<file path="src/rtl/unidade_controlo.sv">
// unidade_controlo -- tiny accumulator CPU control unit.
//
// Fetches 8-bit instructions from an external ROM (5-bit address), executes
// them against an 8-bit accumulator, and pushes values to an output port
// through a valid/ready handshake.
//
// Ports:
//   clock         rising-edge system clock
//   reset         asynchronous, active-high reset
//   enable        run enable, sampled only while fetching
//   endereco      ROM address (program counter)
//   dado          ROM instruction word for endereco
//   saida         output port register
//   saida_valida  high while an OUT transfer is pending
//   saida_pronta  downstream accepts saida when high with saida_valida
//   acc           accumulator
//   zero          high when acc == 0
//   parado        high once a HALT instruction has executed
module unidade_controlo #(
    parameter logic [4:0] RESET_PC = 5'd0
) (
    input  logic       clock,
    input  logic       reset,
    input  logic       enable,
    output logic [4:0] endereco,
    input  logic [7:0] dado,
    output logic [7:0] saida,
    output logic       saida_valida,
    input  logic       saida_pronta,
    output logic [7:0] acc,
    output logic       zero,
    output logic       parado
);

    typedef enum logic [1:0] {
        FETCH,
        EXEC,
        WAIT_OUT,
        HALT
    } state_t;

    typedef enum logic [2:0] {
        OP_ADDI = 3'b000,
        OP_LDI  = 3'b001,
        OP_SUBI = 3'b010,
        OP_OUT  = 3'b011,
        OP_ROL  = 3'b100,
        OP_JMP  = 3'b101,
        OP_JZ   = 3'b110,
        OP_HALT = 3'b111
    } op_t;

    state_t     state_q, state_d;
    logic [4:0] pc_q, pc_d;
    logic [7:0] ir_q, ir_d;
    logic [7:0] acc_q, acc_d;
    logic [7:0] saida_q, saida_d;
    logic       valida_q, valida_d;

    op_t        opcode;
    logic [7:0] imm;

    always_ff @(posedge clock or posedge reset) begin
        if (reset) begin
            state_q  <= FETCH;
            pc_q     <= RESET_PC;
            ir_q     <= '0;
            acc_q    <= '0;
            saida_q  <= '0;
            valida_q <= 1'b0;
        end else begin
            state_q  <= state_d;
            pc_q     <= pc_d;
            ir_q     <= ir_d;
            acc_q    <= acc_d;
            saida_q  <= saida_d;
            valida_q <= valida_d;
        end
    end

    always_comb begin
        state_d  = state_q;
        pc_d     = pc_q;
        ir_d     = ir_q;
        acc_d    = acc_q;
        saida_d  = saida_q;
        valida_d = valida_q;
        opcode   = op_t'(ir_q[7:5]);
        imm      = {3'b000, ir_q[4:0]};

        case (state_q)
            FETCH: begin
                if (enable) begin
                    ir_d    = dado;
                    // 5-bit add wraps 31 -> 0 naturally
                    pc_d    = pc_q + 5'd1;
                    state_d = EXEC;
                end
            end
            EXEC: begin
                state_d = FETCH;
                case (opcode)
                    OP_ADDI: acc_d = acc_q + imm;
                    OP_LDI:  acc_d = imm;
                    OP_SUBI: acc_d = acc_q - imm;
                    OP_OUT: begin
                        saida_d  = acc_q;
                        valida_d = 1'b1;
                        state_d  = WAIT_OUT;
                    end
                    OP_ROL:  acc_d = {acc_q[6:0], acc_q[7]};
                    OP_JMP:  pc_d = ir_q[4:0];
                    OP_JZ: begin
                        if (acc_q == 8'd0) begin
                            pc_d = ir_q[4:0];
                        end
                    end
                    OP_HALT: state_d = HALT;
                    default: state_d = FETCH;
                endcase
            end
            WAIT_OUT: begin
                if (saida_pronta) begin
                    valida_d = 1'b0;
                    state_d  = FETCH;
                end
            end
            HALT: begin
                state_d = HALT;
            end
            default: state_d = FETCH;
        endcase
    end

    assign endereco     = pc_q;
    assign saida        = saida_q;
    assign saida_valida = valida_q;
    assign acc          = acc_q;
    assign zero         = (acc_q == 8'd0);
    assign parado       = (state_q == HALT);

endmodule

</file>
<file path="config.mk">
export PLATFORM = sky130hd
export DESIGN_NAME = unidade_controlo
export DESIGN_NICKNAME = d
export VERILOG_FILES = /design/src/rtl/unidade_controlo.sv
export SDC_FILE = /design/constraint.sdc
export NUM_CORES = 1
export LEC_CHECK = 0
export BUFFER_PORTS_ARGS = -buffer_cell sky130_fd_sc_hd__buf_2
export CORE_MARGIN = 1
export CORE_UTILIZATION = 24
export CTS_CLUSTER_DIAMETER = 150
export CTS_CLUSTER_SIZE = 40
export DETAILED_ROUTE_END_ITERATION = 6
export GPL_TIMING_DRIVEN = 0
export PLACE_DENSITY_LB_ADDON = 0.15
export SLEW_MARGIN = 0
export SYNTH_ARGS = -nofsm -noshare
export SYNTH_HDL_FRONTEND = slang
export SYNTH_SLANG_ARGS = --single-unit
</file>
<file path="constraint.sdc">
create_clock -name clock -period 3.9 [get_ports clock]
set_clock_uncertainty 0.15 [all_clocks]
set_input_delay 0.39 -clock clock [delete_from_list [all_inputs] [get_ports clock]]
set_output_delay 0.39 -clock clock [all_outputs]
set_load 0.02 [all_outputs]
</file>
Yosys cells after proc, flatten, opt, wreduce, memory -nomap -nowiden
Cells that the tools add are included.

cells by class
  $add $sub $neg = 3
  equal/unequal tests = 15
  multiplexer cells = 12
  reductions and logical operators = 12

operators by type and width
  kind                                                                     number
  8-bit one-hot mux with 4 select lines                                    1
  5-bit one-hot mux with 2 select lines                                    2
  3-bit == test, second input constant                                     4
  5-bit two-way mux                                                        2
  8-bit by 5-bit adder with 8-bit output                                   1
  8-bit zero test                                                          1
  2-bit one-hot mux with 4 select lines                                    1
  2-bit AND reduction                                                      4
  8-bit by 5-bit subtractor with 8-bit output                              1
  3-bit by 2-bit == test with 1-bit output, second input constant          2
  5-bit by 1-bit adder with 5-bit output, second input constant            1
  2-bit == test, second input constant                                     2
  2-bit two-way mux                                                        2
  2-bit inequality test, second input constant                             2
  2-bit one-hot mux with 2 select lines                                    1
  4-bit AND reduction                                                      1
  2-bit nonzero test                                                       2
  4-bit nonzero test                                                       1
  3-bit by 1-bit == test with 1-bit output, second input constant          1
  3-bit zero test                                                          1
  3-bit by 2-bit inequality test with 1-bit output, second input constant  1
  3-bit inequality test, second input constant                             1
  3-bit AND reduction                                                      1
  2-bit by 1-bit == test with 1-bit output, second input constant          1
  4 further kinds                                                          5

word-level totals
  flip-flop bits (word level) = 32
  bits of input ports = 12
  output and inout bits = 24
  logic and storage cells = 48

Logic depth before layout (Yosys ltp)
Gate-level depths: netlist of run 1.

  depth after elaboration = 4
  depth in mapped cells = 11
  mapped depth without buffers = 10

Worst setup path before layout of run 1
No wires, ideal clock.

  kind = flip-flop to flip-flop
  from = register ir_q[6]
  to = register acc_q[7] (netlist: acc[7])
  setup time = 0.132 ns
  arrival = 2.268 ns
  required time = 3.618 ns
  slack = 1.349 ns
  stages on the path, launching flop included = 12
  buffers on the path = 2
  period minus slack after synthesis = 2.551 ns
  cells stage by stage = dfrtp_1 > buf_6 > clkbuf_1 > nor3b_1 > a21oi_1 > xnor2_1 > ha_1 > a21oi_1 > o21ai_0 > a21oi_1 > mux2i_1 > o211ai_1

on the way
  cells in the longest elaborated chain, start to end = 3
  elaborated cells between the ends (all ways) = 7
  those cells by class = eq/ne (3); mux (1); reduce/logical (3)

ends and longest elaborated chain
  what                                   RTL line  source
  start: declaration                     55        logic [7:0] ir_q, ir_d;
  start signal: assignment               74        ir_q <= ir_d;
  3-bit == test (tied with other cells)  102       case (opcode)
  4-bit nonzero test (no source line)    -
  2-bit AND reduction (no source line)   -
  end signal: assignment                 68        acc_q <= '0;
  end signal: assignment                 75        acc_q <= acc_d;
  end: declaration                       56        logic [7:0] acc_q, acc_d;

Parallel ways exist; a longest one is shown, timed or not.
A chain may end at the register's enable or synchronous reset.

Worst setup path after layout of run 1
Ends and elaborated chain as after synthesis.

==> run metrics, run 1 <==
post-synthesis cell type count 44; Remaining DRCs 0; startpoint types flop; Die H 94.64 um; Syn-to-layout area delta 20.90%; sequential share of the synthesized area 38.88%; Setup Crit Path Kind flop to flop; Post-Syn Area 2059 um2; total grt overflow 0; slew at the pin closest to its max-slew limit 813.5 ps; Synth async-reset ratio 100.0%; Synth top area share 38.88%; RSZ-0062 raised after global routing false; minimum clock period 3019 ps; Final setup viols 0; r2r startpoint ir_q[6]; syn_nets 242; Placed Area 2394 um2; Ant. Diodes 0; number of synthesized register bits 32; Avg Inst Size Synth 9.404 um2; status complete, no violations; endpoints failing hold 0; max incr delay on CP 360 ps; Detailed Place HPWL 3.983 mm; Slew Viols, Final 0; cell family contributing the most delay on the critical path compound AO/OA/AOI/OAI gates; Synth Instances 219; Worst EP required 3910 ps; Via Count 1701; Starting Density 24.94%; Crit-path slowest cell clkbuf_1; Arr. time, crit path 3030 ps; initial DRC count 46; final wirelength 5.357 mm; Die Area 8956 um2; drt first pass iters 4; Reg2Reg Depth 11; maximum clock frequency 0.3313 GHz; core area 8258 um2; Worst-path clk slew 70 ps; Register-to-Register Setup Slack 880 ps; H-tree levels 2; DRT antenna net count 0; total negative slack 0 ps; FF-to-FF End acc[7]; CP most frequent cell a21oi_1; layout cells sized above 1 26.72%; Hold-fix buffers, CTS 0; most common cell in the synthesized netlist dfrtp_1; Top FF cell, synth dfrtp_1; Finished Cell Area 2490 um2; number of synthesized flops with an enable pin 0; site row count 33; vias in the first global route 1675; Final Core Density 30.15%; initial antenna violation count 0; crit-path max FO 10; top cells by area, synth dfrtp_1, mux2_2, ha_1; Setup Buffers After CTS 0; PortBufs 35; Final Wtd Congestion 0.7554; Relative slew margins 45.47%; CTS Sinks 32; overall routing resource usage 13.22%; area leader, netlist dfrtp_1; vias per std cell 4.635; CTS Buffer Depth 2; period utilization 77.40%; CP Capture Type flop; Fin Hold WS 47.00 ps; Worst Hold Class primary input to async pin; post_cts resized 0; Die Wd 94.64 um; drt wl/cell 14.60 um; CTS tree yes; clk_lat worst skew 280 ps; max cap viols 0; Buf+Inv Stages, Crit Path 2; largest net degree at the start of global routing 20; Nets 285; total CTS buffers 5; CP Cell Sequence buf_6 > clkbuf_1 > nor3b_1 > a21oi_1 > xnor2_1 > ha_1 > a21oi_1 > o21ai_0 > a21oi_1 > mux2i_1 > o211ai_1; YS warnings 0; first-pass GRT wire length 8.956 mm; root buf cell clkbuf_8; I/O pin count 36; Post-synth top cells dfrtp_1, nand2_1, a21oi_1, nor2_1, o21ai_0
[worst max path at each step]
stage          startpoint  endpoint  slack, ps  cells after the start
2_1_floorplan     ir_q[6]    acc[7]       1350                     11
4_1_cts           ir_q[6]    acc[7]        860                     11
6_report          ir_q[6]    acc[7]        880                     11
3_5_place_dp      ir_q[6]    acc[7]        880                     11
5_1_grt           ir_q[6]    acc[7]        560                     11
3_3_place_gp      ir_q[6]    acc[7]        910                     11
[flip-flops by register name (all words and copies together), names as in the netlist]
register	flops
endereco	5
acc	8
saida	8
state_q	2
saida_valida	1
ir_q	8
[routing by layer]
layer	vias up	share of wire, %	wire (um)	GRT usage [%]
li1	865	-	-	-
met1	806	51	2728	18.34
met2	28	46	2445	20.98
met3	2	3.0	160	2.738
met4	0	0.41	22	3.030
met5	-	0	0	0
[logic make-up (layout without fill, tap and decap cells)]
family                     after synthesis  after routing  synth area share (%)
and+or+nand+nor                         72             72                 18.53
AOI/OAI and AO/OA                       62             62                 19.08
DFF                                     32             32                 38.88
muxes                                   17             17                 9.113
buffers and inverters                   17             60                 3.949
adders and majority gates               11             11                 7.047
xor gates and xnor gates                 8              8                 3.402
[final cells by class]
class / instances / area [um2]
buffer: 9 / 51.30
clock buffer: 7 / 96.34
fill: 885 / 5768
inverter: 8 / 30.03
multi-input combinational: 170 / 1177
sequential: 32 / 800.8
tap: 105 / 131.4
timing repair buffer: 36 / 202.7
[cell usage in the layout, fill, tap and decap left out, types with 4 or more instances in the layout]
cell type / count
nand2b_1: 7
nand3_1: 5
xnor2_1: 4
clkbuf_8: 7
ha_1: 10
nor2_1: 16
nand2_1: 25
nor3b_1: 4
o22ai_1: 6
buf_2: 37
clkbuf_1: 4
a21oi_1: 23
inv_1: 8
xor2_1: 4
mux2_2: 14
o21ai_0: 15
dfrtp_1: 32
[worst reg2reg max path, delay by kind of cell, from the launching register on]
kind | cells | cell delay [ps]
buffers and inverters | 2 | 490
flip-flops | 1 | 340
AND/OR/NAND/NOR | 1 | 330
XOR/XNOR | 1 | 200
multiplexers | 1 | 250
AO/OA/AOI/OAI | 5 | 830
adder cells (fa/ha/maj) | 1 | 310
[per-stage QoR]
| stage | setup WS, ps | cells |
|---|---|---|
| 2_1_floorplan | 1349 | 219 |
| 3_3_place_gp | 912.6 | 359 |
| 3_5_place_dp | 880.5 | 360 |
| 4_1_cts | 859.4 | 367 |
| 5_1_grt | 561.1 | 367 |
| 6_report | 881.3 | 367 |
Power of run 1 is left out: the tool's default activity adds up to more than one toggle a clock period on the data nets, which glitch-free logic cannot reach.
==> run 2: changes to the inputs <==
clock period = 3.1 ns   (was 3.9 ns; I/O delays follow)
==> run 2 against run 1 <==
  * First-iteration DRC count is 43% higher
  * Final area is 0.50% higher
  * Count of clock-buffer cells in the layout stayed put
  * Non-clock buffer count stayed put
  * Maximum frequency is 8.6% higher
  * Worst setup slack worse by 560 ps
  * Via count is 0.47% higher
  * Routed wire length is 0.56% lower
  * Core utilization is 0.15 points higher
  * Cell count stayed put
==> run metrics, run 2 (synthesis results as in run 1) <==
status complete, no violations; max cap viols 0; vias in the first global route 1687; period utilization 89.64%; startpoint types flop; layout cells sized above 1 27.48%; Setup Crit Path Kind flop to flop; CTS Buffer Depth 2; most common cell after layout, fill and taps aside buf_2; PortBufs 35; Ant. Diodes 0; crit-path max FO 6; Worst EP required 3110 ps; largest net degree at the start of global routing 20; Final Wtd Congestion 0.7554; Remaining DRCs 0; H-tree levels 2; DRT antenna net count 0; total grt overflow 0; final wirelength 5.327 mm; Detailed Place HPWL 3.983 mm; Die H 94.64 um; drt first pass iters 4; initial antenna violation count 0; site row count 33; drt wl/cell 14.51 um; minimum clock period 2779 ps; endpoints failing hold 0; Nets 285; cell family contributing the most delay on the critical path compound AO/OA/AOI/OAI gates; total negative slack 0 ps; Via Count 1709; CTS tree yes; slew at the pin closest to its max-slew limit 822.3 ps; first-pass GRT wire length 8.983 mm; Final setup viols 0; Worst-path clk slew 70 ps; clk_lat worst skew 280 ps; Buf+Inv Stages, Crit Path 0; Arr. time, crit path 2790 ps; Starting Density 24.94%; commonest cells after routing, fill and taps aside buf_2, dfrtp_1, nand2_1; Slew Viols, Final 0; vias per std cell 4.657; Relative slew margins 44.88%; initial DRC count 66; CP Capture Type flop; maximum clock frequency 0.3599 GHz; I/O pin count 36; Crit-path slowest cell or4_1; Die Wd 94.64 um; Syn-to-layout area delta 21.51%; Die Area 8956 um2; RSZ-0062 raised after global routing false; CP Cell Sequence or4_1 > o21ai_1 > ha_1 > nand2_1 > o21ai_0 > a21oi_1 > mux2i_1 > o211ai_1; total CTS buffers 5; CTS Sinks 32; core area 8258 um2; root buf cell clkbuf_8; overall routing resource usage 13.26%; Fin Hold WS 89.72 ps; Worst Hold Class primary input to flop; max incr delay on CP 540 ps
## run 2: cell count changes in the layout (fill, tap and decap cells not counted), sizes merged
cell / delta
clkbuf: -1
dlygate4sd3: +1
## run 2: layout make-up
type / instances / area, um2
Buffer: 8 / 48.80
Clock buffer: 7 / 96.34
Fill cell: 887 / 5756
Inverter: 8 / 30.03
Multi-Input combinational cell: 170 / 1182
Sequential cell: 32 / 800.8
Tap cell: 105 / 131.4
Timing Repair Buffer: 37 / 212.7
## run 2: final timing paths
kind	startpoint	end	slack (ps)	cells past startpoint
hold / removal	dado[0]	ir_q[0]	90	3
min in group asynchronous	reset	acc[5]	520	3
setup reg to reg	ir_q[0]	acc[7]	320	8
max in group asynchronous	reset	endereco[2]	1750	4
hold reg to reg	saida[4]	saida[4]	350	1
setup / recovery	ir_q[0]	acc[7]	320	8
## run 2: stage by stage
stage / worst slack [ps] / cell area, um2 / util (%) / std cells
after floorplan: 549.0 / 2059 / - / 219
after global placement: 112.6 / 2366 / 28.65 / 359
after detailed placement: 80.51 / 2394 / 28.98 / 360
after CTS: 59.37 / 2500 / 30.27 / 368
after global routing: 61.41 / 2502 / 30.30 / 367
final: 321.2 / 2502 / 30.30 / 367
## run 2: routing by layer
metal  vias up  routed length [um]  track usage [%]
met3         2                 162            2.738
met2        28                2447            21.10
met4         0                  22            3.030
li1        864                   -                -
met5         -                   0                0
met1       815                2695            18.34
## run 2: worst min-delay path, delay by kind of cell
kind,cells,cell delay [ps]
buf+inv,1,80
compound gates,1,60
simple gates,1,40
## run 2: repair_timing
item                                   4_1_cts  5_1_grt
hold buffers                                 1        0
buffers inserted                             0        0
setup endpoints to repair                    0        2
gates resized for setup                      0        4
endpoints found under the hold margin       13        0
Power of run 2 is left out for the same reason.
